===== src/rtl/dec_entry_pkg.sv =====
// Shared types and constants for the decimal operand-entry path of the calculator.
// Imported by dec_entry_if, key_edge and dec_entry.
package calc_pkg;

   typedef enum logic [1:0] {
      IDLE,
      MUL,
      ADD,
      RECALC
   } state_t;

   typedef logic [3:0] bcd_t;

   localparam int unsigned TEN = 10;

   // Largest magnitude representable by a signed w-bit result.
   function automatic int unsigned limit(input int unsigned w);
      return (32'd1 << (w - 1)) - 32'd1;
   endfunction

endpackage


===== src/rtl/dec_entry_if.sv =====
// Keypad-side inputs and display/datapath-side outputs of dec_entry.
// The master modport drives the keys; the slave modport is the entry block.
interface dec_entry_if #(
   parameter int unsigned W    = 11,
   parameter int unsigned NDIG = 3
);
   import calc_pkg::*;

   localparam int unsigned CW = $clog2(NDIG + 1);

   logic              DigitKey;
   bcd_t              Digit;
   logic              NegKey;
   logic              ClrKey;
   logic              BkspKey;
   logic [W-1:0]      Value;
   logic [4*NDIG-1:0] Bcd;
   logic              Neg;
   logic [CW-1:0]     Count;
   logic              Busy;
   logic              Overflow;
   logic              Invalid;

   modport master (
      output DigitKey, Digit, NegKey, ClrKey, BkspKey,
      input  Value, Bcd, Neg, Count, Busy, Overflow, Invalid
   );

   modport slave (
      input  DigitKey, Digit, NegKey, ClrKey, BkspKey,
      output Value, Bcd, Neg, Count, Busy, Overflow, Invalid
   );

endinterface


===== src/rtl/dec_entry_key_edge.sv =====
// Rising-edge detector for one keypad line: o_rise is high in the first cycle
// the level is seen high, so a held key yields a single event.
module key_edge (
   input  logic Clock,
   input  logic Resetn,
   input  logic i_level,
   output logic o_rise
);

   logic r_prev;

   always_ff @(posedge Clock) begin
      if (!Resetn) begin
         r_prev <= 1'b0;
      end else begin
         r_prev <= i_level;
      end
   end

   assign o_rise = i_level & ~r_prev;

endmodule


===== src/rtl/dec_entry.sv =====
// Sequential decimal-to-binary operand entry with BCD echo for the display.
// Define DEC_ENTRY_BKSP_EN to build the backspace key and its RECALC state.
module dec_entry
   import calc_pkg::*;
#(
   parameter int unsigned W    = 11,
   parameter int unsigned NDIG = 3
) (
   input  logic         Clock,
   input  logic         Resetn,
   dec_entry_if.slave   bus
);

   localparam int unsigned CW = $clog2(NDIG + 1);
   localparam int unsigned XW = W + 4;
   localparam int unsigned BW = 4 * NDIG;
   localparam logic [XW-1:0] LIMIT_X = XW'(limit(W));

   logic w_dig_ev;
   logic w_neg_ev;
   logic w_clr_ev;

   state_t          r_state;
   state_t          w_state_nx;
   logic [W-1:0]    r_acc;
   logic [W-1:0]    w_acc_nx;
   logic [XW-1:0]   r_prod;
   logic [XW-1:0]   w_prod_nx;
   bcd_t            r_digit;
   bcd_t            w_digit_nx;
   logic [BW-1:0]   r_bcd;
   logic [BW-1:0]   w_bcd_nx;
   logic            r_neg;
   logic            w_neg_nx;
   logic [CW-1:0]   r_count;
   logic [CW-1:0]   w_count_nx;
   logic            r_ovf;
   logic            w_ovf_nx;
   logic            r_inv;
   logic            w_inv_nx;

   logic [XW-1:0]   w_acc_x;
   logic [XW-1:0]   w_sum;
   logic            w_lead_zero;

   key_edge u_dig_edge (.Clock(Clock), .Resetn(Resetn), .i_level(bus.DigitKey), .o_rise(w_dig_ev));
   key_edge u_neg_edge (.Clock(Clock), .Resetn(Resetn), .i_level(bus.NegKey),   .o_rise(w_neg_ev));
   key_edge u_clr_edge (.Clock(Clock), .Resetn(Resetn), .i_level(bus.ClrKey),   .o_rise(w_clr_ev));

`ifdef DEC_ENTRY_BKSP_EN
   logic            w_bksp_ev;
   logic [CW-1:0]   r_iter;
   logic [CW-1:0]   w_iter_nx;
   bcd_t            w_nib;
   logic [XW-1:0]   w_rec;

   key_edge u_bksp_edge (.Clock(Clock), .Resetn(Resetn), .i_level(bus.BkspKey), .o_rise(w_bksp_ev));

   always_ff @(posedge Clock) begin
      if (!Resetn) begin
         r_iter <= '0;
      end else begin
         r_iter <= w_iter_nx;
      end
   end
`else
   logic w_unused_bksp;
   assign w_unused_bksp = bus.BkspKey;
`endif

   assign w_acc_x     = XW'(r_acc);
   assign w_sum       = r_prod + XW'(r_digit);
   assign w_lead_zero = (bus.Digit == 4'd0) && (r_count == '0);

   always_ff @(posedge Clock) begin
      if (!Resetn) begin
         r_state <= IDLE;
      end else begin
         r_state <= w_state_nx;
      end
   end

   always_ff @(posedge Clock) begin
      if (!Resetn) begin
         r_acc   <= '0;
         r_prod  <= '0;
         r_digit <= '0;
         r_bcd   <= '0;
         r_neg   <= 1'b0;
         r_count <= '0;
         r_ovf   <= 1'b0;
         r_inv   <= 1'b0;
      end else begin
         r_acc   <= w_acc_nx;
         r_prod  <= w_prod_nx;
         r_digit <= w_digit_nx;
         r_bcd   <= w_bcd_nx;
         r_neg   <= w_neg_nx;
         r_count <= w_count_nx;
         r_ovf   <= w_ovf_nx;
         r_inv   <= w_inv_nx;
      end
   end

   always_comb begin
      w_state_nx = r_state;
      w_acc_nx   = r_acc;
      w_prod_nx  = r_prod;
      w_digit_nx = r_digit;
      w_bcd_nx   = r_bcd;
      w_neg_nx   = r_neg;
      w_count_nx = r_count;
      w_ovf_nx   = r_ovf;
      w_inv_nx   = 1'b0;
`ifdef DEC_ENTRY_BKSP_EN
      w_iter_nx  = r_iter;
      w_nib      = bcd_t'(r_bcd >> (4 * (NDIG - 1 - 32'(r_iter))));
      w_rec      = (w_acc_x << 3) + (w_acc_x << 1) + XW'(w_nib);
`endif

      // Clear beats every other event and aborts any multi-cycle operation.
      if (w_clr_ev) begin
         w_state_nx = IDLE;
         w_acc_nx   = '0;
         w_bcd_nx   = '0;
         w_neg_nx   = 1'b0;
         w_count_nx = '0;
         w_ovf_nx   = 1'b0;
      end else begin
         case (r_state)
            IDLE: begin
`ifdef DEC_ENTRY_BKSP_EN
               if (w_bksp_ev) begin
                  if (r_count == '0) begin
                     w_inv_nx = 1'b1;
                  end else begin
                     w_bcd_nx   = r_bcd >> 4;
                     w_count_nx = r_count - 1'b1;
                     w_acc_nx   = '0;
                     w_iter_nx  = '0;
                     w_state_nx = RECALC;
                  end
               end else
`endif
               if (w_neg_ev) begin
                  if (r_acc != '0) begin
                     w_neg_nx = ~r_neg;
                  end
               end else if (w_dig_ev) begin
                  if (32'(bus.Digit) >= TEN) begin
                     w_inv_nx = 1'b1;
                  end else if (!w_lead_zero) begin
                     if (r_count == CW'(NDIG)) begin
                        w_inv_nx = 1'b1;
                     end else begin
                        w_digit_nx = bus.Digit;
                        w_state_nx = MUL;
                     end
                  end
               end
            end

            MUL: begin
               w_prod_nx  = (w_acc_x << 3) + (w_acc_x << 1);
               w_state_nx = ADD;
            end

            ADD: begin
               if (w_sum > LIMIT_X) begin
                  w_ovf_nx = 1'b1;
                  w_inv_nx = 1'b1;
               end else begin
                  w_acc_nx   = W'(w_sum);
                  w_bcd_nx   = (r_bcd << 4) | BW'(r_digit);
                  w_count_nx = r_count + 1'b1;
               end
               w_state_nx = IDLE;
            end

            RECALC: begin
`ifdef DEC_ENTRY_BKSP_EN
               // Rebuild the binary value from the shortened BCD echo, MSD first.
               w_acc_nx = W'(w_rec);
               if (r_iter == CW'(NDIG - 1)) begin
                  w_state_nx = IDLE;
                  if (w_rec == '0) begin
                     w_neg_nx = 1'b0;
                  end
               end else begin
                  w_iter_nx = r_iter + 1'b1;
               end
`else
               w_state_nx = IDLE;
`endif
            end

            default: w_state_nx = IDLE;
         endcase
      end
   end

   assign bus.Value    = r_neg ? ('0 - r_acc) : r_acc;
   assign bus.Bcd      = r_bcd;
   assign bus.Neg      = r_neg;
   assign bus.Count    = r_count;
   assign bus.Busy     = (r_state != IDLE);
   assign bus.Overflow = r_ovf;
   assign bus.Invalid  = r_inv;

endmodule


===== src/flat_wrapper.sv =====
// flat-port wrapper written by rule: the top's interface ports become plain ports
module dec_entry_flat import calc_pkg::*;
#(
   parameter int unsigned W    = 11,
   parameter int unsigned NDIG = 3
)
  (Clock, Resetn, bus_DigitKey, bus_Digit, bus_NegKey, bus_ClrKey, bus_BkspKey, bus_Value, bus_Bcd, bus_Neg, bus_Count, bus_Busy, bus_Overflow, bus_Invalid);
  dec_entry_if #(.W(W), .NDIG(NDIG)) bus_i ();
  input  logic Clock;
  input  logic Resetn;
  input wire logic [$bits(bus_i.DigitKey)-1:0] bus_DigitKey;
  input wire logic [$bits(bus_i.Digit)-1:0] bus_Digit;
  input wire logic [$bits(bus_i.NegKey)-1:0] bus_NegKey;
  input wire logic [$bits(bus_i.ClrKey)-1:0] bus_ClrKey;
  input wire logic [$bits(bus_i.BkspKey)-1:0] bus_BkspKey;
  output wire logic [$bits(bus_i.Value)-1:0] bus_Value;
  output wire logic [$bits(bus_i.Bcd)-1:0] bus_Bcd;
  output wire logic [$bits(bus_i.Neg)-1:0] bus_Neg;
  output wire logic [$bits(bus_i.Count)-1:0] bus_Count;
  output wire logic [$bits(bus_i.Busy)-1:0] bus_Busy;
  output wire logic [$bits(bus_i.Overflow)-1:0] bus_Overflow;
  output wire logic [$bits(bus_i.Invalid)-1:0] bus_Invalid;
  assign bus_i.DigitKey = bus_DigitKey;
  assign bus_i.Digit = bus_Digit;
  assign bus_i.NegKey = bus_NegKey;
  assign bus_i.ClrKey = bus_ClrKey;
  assign bus_i.BkspKey = bus_BkspKey;
  assign bus_Value = bus_i.Value;
  assign bus_Bcd = bus_i.Bcd;
  assign bus_Neg = bus_i.Neg;
  assign bus_Count = bus_i.Count;
  assign bus_Busy = bus_i.Busy;
  assign bus_Overflow = bus_i.Overflow;
  assign bus_Invalid = bus_i.Invalid;
  dec_entry #(.W(W), .NDIG(NDIG)) u_core (.Clock(Clock), .Resetn(Resetn), .bus(bus_i));
endmodule

===== config.mk =====
export PLATFORM = sky130hd
export DESIGN_NAME = dec_entry_flat
export DESIGN_NICKNAME = d
export VERILOG_FILES = /design/src/rtl/dec_entry_pkg.sv /design/src/rtl/dec_entry_if.sv /design/src/rtl/dec_entry_key_edge.sv /design/src/rtl/dec_entry.sv /design/src/flat_wrapper.sv
export SDC_FILE = /design/constraint.sdc
export NUM_CORES = 1
export LEC_CHECK = 0
export ABC_AREA = 1
export BUFFER_PORTS_ARGS = -buffer_cell sky130_fd_sc_hd__clkbuf_2
export CORE_ASPECT_RATIO = 1.1
export CORE_UTILIZATION = 50
export DETAILED_ROUTE_END_ITERATION = 16
export GPL_TIMING_DRIVEN = 0
export MAX_ROUTING_LAYER = met4
export PLACE_DENSITY = 0.67
export REMOVE_ABC_BUFFERS = 1
export SLEW_MARGIN = 10
export SYNTH_ARGS = -nofsm -noshare
export SYNTH_HDL_FRONTEND = slang
export SYNTH_SLANG_ARGS = --single-unit

===== constraint.sdc =====
create_clock -name Clock -period 4.6 [get_ports Clock]
set_input_delay 0.46 -clock Clock [delete_from_list [all_inputs] [get_ports Clock]]
set_output_delay 0.46 -clock Clock [all_outputs]
set_load 0.01 [all_outputs]

### Word-level counts from Yosys, hierarchy flattened

Index checks and enable logic that the tools add are counted.

* register bits: 52
* bits in latches: 0
* RAM bits: 0
* ROM bits: 0
* input bits: 10
* output and inout port bits: 29
* memories: 0

* $add $sub $neg: 4
* multiply operators: 0
* divide/modulo/power cells: 0
* $lt $le $gt $ge: 2
* equality and inequality tests: 9
* shift-type cells: 0
* multiplexer cells: 14
* bitwise logic cells: 15
* reduce and logical (&&, ||, !) cells: 14

Operator list (count)
* 14-bit by 12-bit adder with 15-bit output: 1
* 15-bit by 4-bit adder with 15-bit output: 1
* 15-bit by 10-bit greater-than comparator with 1-bit output, second input constant: 1
* 12-bit by 4-bit OR with 12-bit output: 1
* 11-bit two-way mux: 1
* 1-bit inverter: 11
* 11-bit nonzero test: 1
* 1-bit by 11-bit subtractor with 11-bit output, first input constant: 1
* 2-bit two-way mux: 5
* 2-bit inequality test, second input constant: 5
* 7-bit AND reduction: 1
* 2-bit == test, second input constant: 3
* 1-bit two-way mux: 6
* 2-bit case mux with 3 select lines: 1
* 2-bit AND reduction: 3
* 5-bit AND reduction: 1
* 4-bit >= comparator, second input constant: 1
* 2-bit logical NOT: 2
* 4-bit logical NOT: 1
* 2-bit OR reduction: 2
* 1-bit AND: 3
* 3-bit AND reduction: 1
* 2-bit by 1-bit adder with 2-bit output, second input constant: 1
* 2-bit by 1-bit == test with 1-bit output, second input constant: 1
* other kinds (3): 3

### Logic depth before layout (Yosys ltp)

* word-level depth: 7
* gate-level depth with buffers: 16
* mapped depth without buffers: 15

### By module

Synthesis repeated with hierarchy kept, for this count alone.

* cell total of the unflattened synthesis: 460
* area, all modules: 3061.7 sq um

By module, submodules not included
* dec_entry: times used 1, cells each 445, area an instance 2949.1 sq um
* key_edge: times used 3, cells each 5, area an instance 37.5 sq um

### Least setup slack after synthesis

Ideal clock, no wire load.

* kind: register to register
* from: reg u_core.r_digit[1]
* to: reg u_core.r_bcd[1], in the netlist u_core.bus.Bcd[1]
* setup time: 0.110 ns
* arrival: 1.974 ns
* path slack: 2.516 ns
* cell stages (with the launch flop): 15
* clock period less this slack: 2.084 ns
* path through: dfxtp_1 -> ha_1 -> inv_1 -> fa_1 -> inv_1 -> nand3_1 -> nand2_1 -> nand3_1 -> nand2_1 -> nand2_1 -> nor2_4 -> buf_2 -> nand4_1 -> nand2_1 -> nor2_1

* longest elaborated chain between the ends: 4
* elaborated cells on any way between the ends: 5
* classes of those cells: 1 x add/sub; 1 x order compare; 2 x bitwise; 1 x reduce/logical

Ends and longest elaborated chain
* start, declared: RTL line dec_entry.sv:29 `bcd_t r_digit;`
* start signal, assigned: RTL line dec_entry.sv:96 `r_digit <= w_digit_nx;`
* 15-bit by 4-bit adder with 15-bit output: RTL line dec_entry.sv:72 `assign w_sum = r_prod + XW'(r_digit);`
* 15-bit by 10-bit greater-than comparator with 1-bit output: RTL line dec_entry.sv:169 `if (w_sum > LIMIT_X) begin`
* 1-bit inverter (no line)
* 2-bit AND reduction (no line)
* end signal, assigned: RTL line dec_entry.sv:97 `r_bcd <= w_bcd_nx;`
* end, declared: RTL line dec_entry.sv:31 `logic [BW-1:0] r_bcd;`

Several ways; a longest one is shown, not always the timed one.
A chain may end at the register's enable or synchronous reset.

### Final worst setup path

* from: reg u_core.r_digit[1]
* to: reg u_core.r_bcd[10], in the netlist u_core.bus.Bcd[10]

* longest elaborated chain between the ends: 4

Ends and longest elaborated chain (RTL line)
* 15-bit by 4-bit adder with 15-bit output: dec_entry.sv:72
* 15-bit by 10-bit greater-than comparator with 1-bit output: dec_entry.sv:169
* 1-bit inverter (no line)
* 2-bit AND reduction (no line)

Every way passes these cells.

==> impl_metrics.py <==
metrics = {
    "status": {
        "outcome": "finished, final reports clean",
    },
    "run": {
        "drv_cap": 0,
    },
    "sta": {
        "fin_setup_tns_ps": 0,
        "slew_viol_final": 0,
        "whs_ps": 352,
        "fmax_ghz": 0.350,
        "setup_viol": 0,
        "fin_crit_ps": 2860,
        "max_slew_margin": 0.290,
        "tightest_slew_ps": 1050,
        "hold_viol_final": 0,
        "rsz0062_at_grt": "false",
        "fin_skew_ps": 6.29,
        "timing.final.crit_share": 0.621,
    },
    "placement": {
        "dpl.hpwl_um": 5360,
        "dp.cells": 600,
        "portBuffers": 37,
        "gp_congestion": 0.891,
    },
    "detailed_routing": {
        "post_drt_wl_per_cell_um": 12.2,
        "firstDrtPassIters": 4,
        "vias_per_cell": 4.99,
        "postRouteAntennaNets": 0,
        "first_iter_violations": 220,
        "drc": 0,
        "num_vias": 3030,
        "routed_wl_um": 7390,
    },
    "synthesis": {
        "ys_seq_area_frac": 0.311,
        "synth_most_common_cell": "nand2_1",
        "ys_types": 30,
        "synth_edf_count": 0,
        "ys.flop_type": "dfxtp_1",
        "synth-seq-cells": 50,
        "syn-mean-instance-area_um2": 6.49,
        "yosys_warnings": 0,
        "ys_async_sr_fraction": 0,
        "ys_top_cells_by_count": "111 x nand2_1, 97 x inv_1, 62 x nor2_1, 50 x dfxtp_1, 30 x nand4_1",
        "synth.top_cells.by_area": "dfxtp_1 31%, nand2_1 13%, inv_1 11%",
        "synthCells": 497,
        "synth_top_cell_area_share": 0.311,
        "synth_area_leader_cell": "dfxtp_1",
        "netlist_area_um2": 3220,
    },
    "cts": {
        "clkSinkCount": 50,
        "hold_buffers": 0,
        "htreeDepth": 2,
        "cts_root_buffer": "clkbuf_8",
        "cts_tree": "built",
        "cts-buffers-inserted": 5,
        "postCtsSetupBuffers": 0,
        "path_clk_slew_ps": 100,
        "cts_buffer_depth": 2,
        "clkLatencyLatePin_ps": 300,
        "cts_resized": 0,
    },
    "power": {
        "switchingPower_w": 0.000208,
        "static-leakage-power_nw": 1.73,
        "p_seq_frac": 0.576,
        "p_sw_frac": 0.267,
        "combinationalPowerShare": 0.092,
        "intPower_w": 0.000570,
        "p_clk_frac": 0.332,
        "ir_drop_mv": 0.135,
        "p_total_w": 0.000778,
        "power_density_nw_per_um2": 219,
    },
    "cells_and_area": {
        "nNetsFinal": 555,
        "fillers": 633,
        "fin_cells": 607,
        "num_antenna_cells": 0,
        "layout-drive-gt1-share": 0.114,
        "area_delta_synth_final_pct": 10.2,
        "fin_util": 0.574,
    },
    "global_route": {
        "grt_max_degree": 26,
        "grt_pass1_vias": 2686,
        "grt_first_pass_wirelength_um": 12200,
        "gr-total-overflow": 0,
        "track_usage": 0.235,
        "antenna_found_initial": 0,
    },
    "min_path": {
        "hold_class": "primary input to flop",
    },
    "setup_path": {
        "endpoint_kind": "flop",
        "path_class": "flop to flop",
        "cp.arrival_ps": 3100,
        "start_kind": "flop",
        "crit_required_ps": 4840,
        "path_max_fanout": 25,
    },
    "floorplanning": {
        "core_um2": 6190,
        "io_pins": 39,
        "row_count": 30,
        "start_util": 0.520,
        "die_height_um": 86.2,
        "die_w_um": 78.6,
        "dieArea_um2": 6770,
    },
}
through the flow:
| step | area (um^2) | setup slack [ps] |
|---|---|---|
| after floorplan | 3140 | 2290 |
| after global placement | 3420 | 1330 |
| after detailed placement | 3470 | 1720 |
| after CTS | 3550 | 1700 |
| after global routing | 3550 | 1440 |
| final | 3550 | 1740 |
registers in the layout, indices dropped and copies added, names as in the netlist:
name                      count
u_core.bus.Overflow           1
u_core.r_prod                14
u_core.bus.Neg                1
u_core.r_state                2
u_core.r_digit                4
u_core.u_dig_edge.r_prev      1
u_core.r_acc                 11
u_core.bus.Invalid            1
u_core.u_clr_edge.r_prev      1
u_core.u_neg_edge.r_prev      1
u_core.bus.Count              2
u_core.bus.Bcd               11
metal layers:
metal  wire length (um)  global-route usage
met1               3720               0.303
met5                  0                   -
met2               3370               0.381
met3                205              0.0274
met4                 96              0.0774
cell usage in the layout, fill, tap and decap left out, types with 2 or more instances in the layout:
cell / Yosys / final
clkbuf_2: 0 / 37
nor2_2: 3 / 6
inv_2: 2 / 2
nor2_4: 2 / 2
inv_1: 97 / 97
ha_1: 16 / 16
dfxtp_1: 50 / 50
a21oi_1: 21 / 21
xor2_1: 16 / 16
nand3_1: 20 / 20
o21bai_1: 2 / 2
nor4_1: 3 / 3
fa_1: 2 / 2
nand4_1: 30 / 30
clkbuf_8: 0 / 5
o211ai_1: 2 / 2
xnor2_1: 4 / 4
o21ai_0: 24 / 24
nand2_1: 111 / 111
nor2_1: 62 / 59
nor3_1: 5 / 5
nand3b_1: 2 / 2
or2_2: 2 / 2
cell families (layout without fill, tap and decap cells):
group,after synthesis,after routing,synth area share
AOI/OAI and AO/OA,51,51,0.0839
xor gates and xnor gates,20,20,0.0543
adders and majority gates,18,18,0.0745
buffers and inverters,116,146,0.144
DFF,50,50,0.311
and+or+nand+nor,242,242,0.333
power groups by stage:
stage                     Sequential (W)  Clock, W  Combinational (W)
after floorplan                 0.000457         0          0.0000467
after global placement          0.000458         0          0.0000686
after detailed placement        0.000458         0          0.0000715
after CTS                       0.000448  0.000268          0.0000718
after global routing            0.000449  0.000283          0.0000818
final                           0.000448  0.000259          0.0000715
area by class of cell:
type / instances / area, um^2 / area share
Inverter: 100 / 375 / 0.106
Clock inverter: 2 / 13.8 / 0.00387
Timing Repair Buffer: 39 / 228 / 0.0641
Multi-Input combinational cell: 331 / 1770 / 0.497
Sequential cell: 50 / 1000 / 0.282
Clock buffer: 5 / 68.8 / 0.0194
Tap cell: 80 / 100 / 0.0282
worst paths after layout:
path | to | cells after the start | startpoint | slack (ps)
setup / recovery | u_core.bus.Bcd[10]$_SDFFE_PP0P_ | 14 | u_core.r_digit[1]$_SDFFE_PN0P_ | 1740
hold / removal | u_core.u_clr_edge.r_prev$_SDFF_PN0_ | 3 | bus_ClrKey | 350
setup reg to reg | u_core.bus.Bcd[10]$_SDFFE_PP0P_ | 14 | u_core.r_digit[1]$_SDFFE_PN0P_ | 1740
hold reg to reg | u_core.bus.Overflow$_SDFFE_PP0P_ | 2 | u_core.bus.Overflow$_SDFFE_PP0P_ | 460
worst max-delay path, stage by stage, from the launching register on:
cell and delay [ps]:
dfxtp_1 370, ha_1 210, inv_1 70, fa_1 390
inv_1 80, nand2_1 50, nand2_1 110, nand4_1 100
nand2_1 80, nand3_1 100, nor2_4 510, nand3_4 410
nand2_1 150, inv_1 50, nor2_1 100
Power figures use the tool's default switching activity.
